==> src/rtl/spi_slave_core.sv <==
// rtl/spi_slave_core.sv - SPI responder engine with oversampled sclk/ss_n/mosi, all CPOL/CPHA modes, LSB first
// Optional feature macro: SPI_SLAVE_TX_UNDERRUN_EN (adds o_tx_underrun pulse output)
module spi_slave_core #(
  parameter int DATA_W      = 8,
  parameter int SYNC_STAGES = 2
) (
  input  logic              i_clk,
  input  logic              i_arst,
  input  logic              i_cpol,
  input  logic              i_cpha,
  input  logic [DATA_W-1:0] i_tx_data,
  input  logic              i_tx_valid,
  output logic              o_tx_ready,
  output logic [DATA_W-1:0] o_rx_data,
  output logic              o_rx_valid,
  output logic              o_busy,
  input  logic              i_sclk,
  input  logic              i_ss_n,
  input  logic              i_mosi,
  output logic              o_miso,
  output logic              o_miso_oe
`ifdef SPI_SLAVE_TX_UNDERRUN_EN
  ,
  output logic              o_tx_underrun
`endif
);

  localparam int CNT_W = $clog2(DATA_W + 1);

  typedef enum logic {ST_IDLE, ST_SHIFT} state_t;

  logic [SYNC_STAGES-1:0] r_sclk_sync;
  logic [SYNC_STAGES-1:0] r_ssn_sync;
  logic [SYNC_STAGES-1:0] r_mosi_sync;
  logic                   r_sclk_q;
  logic                   r_ssn_q;

  state_t                 r_state;
  logic [DATA_W-1:0]      r_tx_buf;
  logic                   r_buf_full;
  logic [DATA_W-1:0]      r_tx_shift;
  logic [DATA_W-2:0]      r_rx_shift;
  logic [CNT_W-1:0]       r_bit_cnt;
  logic                   r_shift_pend;
  logic                   r_word_done;
  logic [DATA_W-1:0]      r_rx_data;
  logic                   r_rx_valid;
  logic                   r_busy;
  logic                   r_miso_oe;
`ifdef SPI_SLAVE_TX_UNDERRUN_EN
  logic                   r_tx_underrun;
`endif

  logic w_sclk_s, w_ssn_s, w_mosi_s;
  logic w_sclk_rise, w_sclk_fall, w_lead, w_trail, w_sample, w_drive;
  logic w_ss_fall, w_ss_rise;
  logic w_load, w_start, w_reload, w_consume;
  logic [DATA_W-1:0] w_fill_word;

  assign w_sclk_s = r_sclk_sync[SYNC_STAGES-1];
  assign w_ssn_s  = r_ssn_sync[SYNC_STAGES-1];
  assign w_mosi_s = r_mosi_sync[SYNC_STAGES-1];

  assign w_sclk_rise = w_sclk_s & ~r_sclk_q;
  assign w_sclk_fall = ~w_sclk_s & r_sclk_q;
  // Leading edge leaves the idle level, trailing edge returns to it
  assign w_lead   = i_cpol ? w_sclk_fall : w_sclk_rise;
  assign w_trail  = i_cpol ? w_sclk_rise : w_sclk_fall;
  assign w_sample = i_cpha ? w_trail : w_lead;
  assign w_drive  = i_cpha ? w_lead : w_trail;

  assign w_ss_fall = ~w_ssn_s & r_ssn_q;
  assign w_ss_rise = w_ssn_s & ~r_ssn_q;

  // A word load happens at frame start or at the drive edge after a completed word
  assign w_load    = i_tx_valid & ~r_buf_full;
  assign w_start   = (r_state == ST_IDLE) & w_ss_fall;
  assign w_reload  = (r_state == ST_SHIFT) & ~w_ss_rise & w_drive & r_shift_pend & r_word_done;
  assign w_consume = w_start | w_reload;
  // Empty buffer at a word load sends all-ones
  assign w_fill_word = r_buf_full ? r_tx_buf : {DATA_W{1'b1}};

  assign o_tx_ready = ~r_buf_full;
  assign o_rx_data  = r_rx_data;
  assign o_rx_valid = r_rx_valid;
  assign o_busy     = r_busy;
  assign o_miso_oe  = r_miso_oe;
  assign o_miso     = r_miso_oe & r_tx_shift[0];
`ifdef SPI_SLAVE_TX_UNDERRUN_EN
  assign o_tx_underrun = r_tx_underrun;
`endif

  // Synchronise the external bus pins and keep the previous values for edge detection
  always_ff @(posedge i_clk or posedge i_arst) begin
    if (i_arst) begin
      r_sclk_sync <= '0;
      r_ssn_sync  <= '1;
      r_mosi_sync <= '0;
      r_sclk_q    <= 1'b0;
      r_ssn_q     <= 1'b1;
    end else begin
      r_sclk_sync <= {r_sclk_sync[SYNC_STAGES-2:0], i_sclk};
      r_ssn_sync  <= {r_ssn_sync[SYNC_STAGES-2:0], i_ss_n};
      r_mosi_sync <= {r_mosi_sync[SYNC_STAGES-2:0], i_mosi};
      r_sclk_q    <= w_sclk_s;
      r_ssn_q     <= w_ssn_s;
    end
  end

  // Tx holding buffer: a consume empties it unless a new word is accepted in the same cycle
  always_ff @(posedge i_clk or posedge i_arst) begin
    if (i_arst) begin
      r_tx_buf   <= '0;
      r_buf_full <= 1'b0;
    end else begin
      if (w_load) begin
        r_tx_buf   <= i_tx_data;
        r_buf_full <= 1'b1;
      end else if (w_consume) begin
        r_buf_full <= 1'b0;
      end
    end
  end

  // Frame FSM: shifts rx on sample edges, tx on drive edges, reloads tx between words
  always_ff @(posedge i_clk or posedge i_arst) begin
    if (i_arst) begin
      r_state      <= ST_IDLE;
      r_tx_shift   <= '0;
      r_rx_shift   <= '0;
      r_bit_cnt    <= '0;
      r_shift_pend <= 1'b0;
      r_word_done  <= 1'b0;
      r_rx_data    <= '0;
      r_rx_valid   <= 1'b0;
      r_busy       <= 1'b0;
      r_miso_oe    <= 1'b0;
`ifdef SPI_SLAVE_TX_UNDERRUN_EN
      r_tx_underrun <= 1'b0;
`endif
    end else begin
      r_rx_valid <= 1'b0;
`ifdef SPI_SLAVE_TX_UNDERRUN_EN
      r_tx_underrun <= w_consume & ~r_buf_full;
`endif
      case (r_state)
        ST_IDLE: begin
          if (w_ss_fall) begin
            r_tx_shift   <= w_fill_word;
            r_bit_cnt    <= '0;
            r_shift_pend <= 1'b0;
            r_word_done  <= 1'b0;
            r_busy       <= 1'b1;
            r_miso_oe    <= 1'b1;
            r_state      <= ST_SHIFT;
          end
        end
        ST_SHIFT: begin
          if (w_ss_rise) begin
            // Deselect wins over any edge seen in the same cycle; partial word is dropped
            r_busy    <= 1'b0;
            r_miso_oe <= 1'b0;
            r_state   <= ST_IDLE;
          end else begin
            if (w_sample) begin
              r_rx_shift   <= {w_mosi_s, r_rx_shift[DATA_W-2:1]};
              r_shift_pend <= 1'b1;
              if (r_bit_cnt == CNT_W'(DATA_W - 1)) begin
                r_bit_cnt   <= '0;
                r_rx_data   <= {w_mosi_s, r_rx_shift};
                r_rx_valid  <= 1'b1;
                r_word_done <= 1'b1;
              end else begin
                r_bit_cnt <= r_bit_cnt + 1'b1;
              end
            end
            if (w_drive && r_shift_pend) begin
              r_shift_pend <= 1'b0;
              if (r_word_done) begin
                r_tx_shift  <= w_fill_word;
                r_word_done <= 1'b0;
              end else begin
                r_tx_shift <= {1'b0, r_tx_shift[DATA_W-1:1]};
              end
            end
          end
        end
        default: r_state <= ST_IDLE;
      endcase
    end
  end

endmodule

==> config.mk <==
export PLATFORM = sky130hd
export DESIGN_NAME = spi_slave_core
export DESIGN_NICKNAME = d
export VERILOG_FILES = /design/src/rtl/spi_slave_core.sv
export SDC_FILE = /design/constraint.sdc
export NUM_CORES = 1
export LEC_CHECK = 0
export BUFFER_PORTS_ARGS = -buffer_cell sky130_fd_sc_hd__buf_2
export CELL_PAD_IN_SITES_DETAIL_PLACEMENT = 1
export CELL_PAD_IN_SITES_GLOBAL_PLACEMENT = 2
export CORE_ASPECT_RATIO = 1.4
export CORE_MARGIN = 5
export CORE_UTILIZATION = 39
export CTS_BUF_LIST = sky130_fd_sc_hd__clkbuf_8
export DETAILED_ROUTE_END_ITERATION = 6
export PLACE_DENSITY = 0.82
export SLEW_MARGIN = 20
export SYNTH_ARGS = -nofsm -noshare
export SYNTH_HDL_FRONTEND = slang
export SYNTH_SLANG_ARGS = --single-unit
==> constraint.sdc <==
create_clock -name i_clk -period 2.54 [get_ports i_clk]
set_input_delay 0.762 -clock i_clk [delete_from_list [all_inputs] [get_ports i_clk]]
set_output_delay 0.762 -clock i_clk [all_outputs]
set_load 0.1 [all_outputs]
; After elaboration in Yosys (flattened, before gate mapping)
; Cells that the tools add are included.
[classes]
addsub = 1
eq_ne = 7
mux = 38
bitwise = 19
reduce_logical = 9
[op_table]
columns = op, n
row1 = 8-bit 2-to-1 mux, 5
row2 = 1-bit 2-to-1 mux, 23
row3 = 4-bit 2-to-1 mux, 4
row4 = 8-bit one-hot mux with 2 select lines, 1
row5 = 3-bit AND reduction, 4
row6 = 1-bit bitwise AND, 11
row7 = 1-bit one-hot mux with 2 select lines, 4
row8 = 4-bit one-hot mux with 2 select lines, 1
row9 = 1-bit NOT, 7
row10 = 2-bit by 1-bit inequality test with 1-bit output (second input constant), 3
row11 = 4-bit by 1-bit adder with 4-bit output (second input constant), 1
row12 = 4-bit by 3-bit equality test with 1-bit output (second input constant), 1
row13 = 2-bit inequality test (second input constant), 2
row14 = 2-bit AND reduction, 2
row15 = 4-bit AND reduction, 1
row16 = 3-bit by 1-bit inequality test with 1-bit output (second input constant), 1
row17 = 2-bit nonzero test, 1
row18 = 1-bit logical AND, 1
row19 = 1-bit bitwise OR, 1
[word_totals]
reg_bits = 49
input_bits = 16
out_inout_bits = 13
word_cells = 90

; Logic depth before layout (Yosys ltp)
[logic_depth]
word_depth = 10
depth_mapped = 6
ltp_nobuf = 5

; Least setup slack after synthesis
; OpenSTA, ideal clock, no wires.
[synth_path]
path_type = register to output
startpoint = register r_miso_oe (netlist: o_miso_oe)
endpoint = output o_miso
arrival_time_ps = 1809
required_time_ps = 1778
setup_slack_ps = -31
stages_incl_launch_ff = 2
n_path_buf = 0
cell_sequence = dfrtp_1 -> and2_1
[synth_via]
elab_chain_cells = 1
[synth_rtl]
columns = element, line_no
row1 = "start, declared", 49  ; logic r_miso_oe;
row2 = "start signal, assigned", 137  ; r_miso_oe <= 1'b0;
row3 = "start signal, assigned", 154  ; r_miso_oe <= 1'b1;
row4 = "start signal, assigned", 162  ; r_miso_oe <= 1'b0;
row5 = 1-bit bitwise AND, 88  ; assign o_miso = r_miso_oe & r_tx_shift[0];
row6 = "end, declared", 20  ; output logic o_miso,
; No other way between the ends.

; Worst setup path in the final report
[layout_path]
startpoint = register r_ssn_q
endpoint = register r_rx_data[4] (netlist: o_rx_data[4])
[layout_via]
elab_chain_cells = 4
[layout_rtl]
columns = element, line_no
row1 = "start, declared", 36  ; logic r_ssn_q;
row2 = "start signal, assigned", 106  ; r_ssn_q <= w_ssn_s;
row3 = 1-bit NOT, 73  ; assign w_ss_rise = w_ssn_s & ~r_ssn_q;
row4 = 1-bit bitwise AND, 73
row5 = 1-bit NOT (no source line), -
row6 = 4-bit AND reduction (no source line), -
row7 = "end signal, assigned", 170  ; r_rx_data <= {w_mosi_s, r_rx_shift};
row8 = "end, declared", 46  ; logic [DATA_W-1:0] r_rx_data;
; No other way between the ends.
; A chain may end at the register's enable or synchronous reset.

==> impl_metrics.tcl <==
set metrics [dict create \
    ctsResizeCount 0 \
    layout_common_cells "dfrtp_1 (46), buf_2 (28), mux2_2 (15)" \
    crit_chain "nand2b_1, nand2_1, or4_1, buf_4, mux2_4" \
    initial_core_util_pct 40.0 \
    coreArea_um2 5200 \
    place_hpwl_um 3210 \
    die_w_um 71.7 \
    netlist_instances 175 \
    reg2reg_slack_ns 0.34 \
    gp_congestion 0.756 \
    tns_ns 0 \
    die_h_um 96.4 \
    utilization_pct 47.6 \
    num_antenna_cells 0 \
    synth_nets 192 \
    rr_startpoint "r_ssn_q" \
    cp_slowest_stage_delay_ns 0.63 \
    ctsHoldBuffers 0 \
    max-vdd-ir-drop_mv 0.474 \
    synth_compound_area_share_pct 8.66 \
    hold_path_startpoint "r_sclk_sync[0]" \
    yosys_warnings 0 \
    relSlewSlack_pct 61.2 \
    drt-wirelength-per-cell_um 15.3 \
    row_count 31 \
    p_leak_uw 0.00119 \
    cts_setup_buffers 0 \
    ys_ff_latch 49 \
    cp_slowest_cell "or4_1" \
    final_common_cell "dfrtp_1" \
    cts_buffer_depth 2 \
    drcViolationCount 0 \
    async_reset_ff_share_pct 100 \
    synth_area_um2 2080 \
    overflow 0 \
    clock_latency_ns 0.30 \
    final_antenna_net_count 0 \
    setup_ws_ns 0.341 \
    syn_area_per_cell_um2 11.9 \
    numPortBuffers 28 \
    cts_sinks 49 \
    cts_tree "built" \
    cap_violations 0 \
    fin_skew_ns 0.00435 \
    fmax_ghz 0.455 \
    synth-edff-count 0 \
    cp-end-kind "flip-flop" \
    arrival_ns 2.39 \
    status "finished clean" \
    rsz0062_at_grt "no" \
    worstPathRequired_ns 2.73 \
    power_density_nw_per_um2 1080 \
    reg2reg_to "o_rx_data[4]" \
    cp_max_fo 6 \
    reg2regPathDepth 5 \
    antenna_found_initial 0 \
    via_per_inst 5.03 \
    synth-simple-area-share_pct 11.1 \
    grt_pass1_wl_um 7270 \
    setup_viol 0 \
    numCtsBuffers 5 \
    final_nets 227 \
    fin_crit_sh_pct 86.6 \
    worst_pin_slew_ns 0.582 \
    post-place-ws_ns 0.0606 \
    synth_mux_area_share_pct 15.0 \
    drv_slew 0 \
    synth-xor-area-share_pct 0.782 \
    drive_gt1_share_pct 35.5 \
    synth-seq-area-share_pct 59.1 \
    yosysUniqueCellTypes 36 \
    worst_hold_path.endpoint "r_sclk_sync[1]" \
    areaGrowthSynthToFinish_pct 18.9 \
    htreeDepth 2 \
    die_area_um2 6910 \
    hold_viol 0 \
    fin_crit_ns 2.20 \
    synth_top_family_by_area "multiplexers" \
    crit_type "reg -> reg" \
    track_usage_pct 13.6 \
    synth_flop_cell "dfrtp_1" \
    ctsRootBufferMaster "clkbuf_8" \
    drtIter0Drc 31 \
    grt_pass1_vias 1608 \
    clkSlewWorstSetupHoldPaths_ns 0.09 \
    synth_fa_ha_area_share_pct 0.602 \
    crit_path_start_kind "flip-flop" \
    vias 1393 \
    drt-pass1-iter-count 4 \
    hp-class "reg -> reg" \
    ios 29 \
    finalWirelength_um 4250 \
    grt_start_max_net_pins 25 \
    min_path_cells 0 \
]
-- power by group --
group | switching [uW] | internal, uW | total, uW
logic | 524 | 293 | 817
registers | 172 | 1020 | 1190
clock network | 261 | 396 | 657
total | 957 | 1710 | 2670
-- how the worst max path moves through the flow --
stage	startpoint	end	slack (ns)	cells past startpoint
floorplan	o_miso_oe	o_miso	0.22	1
global placement	i_cpol	o_rx_data[6]	0.10	6
detailed placement	i_cpol	o_rx_data[5]	0.06	6
CTS	r_ssn_q	o_rx_data[4]	0.33	5
global route	r_ssn_q	o_rx_data[6]	0.22	5
finish	r_ssn_q	o_rx_data[4]	0.34	5
-- final cells by class --
type / instances / area, um2
fillers: 581 / 2730
flip-flops and latches: 49 / 1230
multi-input cells: 103 / 753
repair buffers: 36 / 213
well taps: 66 / 82.6
clock buffers: 5 / 68.8
clock inverters: 3 / 68.8
inverters: 15 / 56.3
-- per-stage QoR --
step	hold WS, ns	power (uW)	std cells	instance area (um2)
finish	0.359	2670	277	2470
detailed placement	0.344	2040	269	2330
global route	0.369	2830	277	2470
floorplan	0.331	1820	175	2080
global placement	0.333	1980	269	2330
CTS	0.361	2710	277	2470
-- worst max-delay path: cells and delay by family (launching register included) --
family,cells,cell delay [ns]
and+or+nand+nor,3,1.03
buffers and inverters,1,0.22
DFF,1,0.55
muxes,1,0.30
-- logic make-up (layout without fill, tap and decap cells) --
| kind of cell | Yosys count | after routing |
|---|---|---|
| compound gates | 29 | 29 |
| xor+xnor | 1 | 1 |
| fa+ha+maj | 1 | 1 |
| buf+inv | 23 | 59 |
| flops | 49 | 49 |
| mux | 26 | 26 |
| simple gates | 46 | 46 |
-- cells in the mapped netlist (5+ instances only) --
library cell / instances / area, um2
clkbuf_1: 6 / 22.5
nand3_1: 5 / 25.0
mux2_2: 15 / 169
o21ai_0: 12 / 60.1
dfrtp_1: 46 / 1150
nand2_1: 13 / 48.8
a31oi_1: 6 / 37.5
mux2_4: 6 / 90.1
nor2_1: 10 / 37.5
inv_1: 14 / 52.6
-- layer usage --
metal | part of all wire [%] | track usage, % | vias to the layer above | routed length (um)
li1 | - | - | 662 | -
met2 | 56 | 25.6 | 17 | 2370
met5 | 0 | 0 | - | 0
met1 | 39 | 14.5 | 708 | 1680
met4 | 1.6 | 5.96 | 0 | 70
met3 | 3.0 | 3.00 | 6 | 126
-- flip-flops by register name (all words and copies together) (netlist names), 2 cells and up --
register,cells
r_rx_shift,7
r_mosi_sync,2
r_sclk_sync,2
r_ssn_sync,2
o_rx_data,8
r_tx_buf,8
r_tx_shift,8
r_bit_cnt,4
Note: power is estimated with default switching activity, not from simulation.
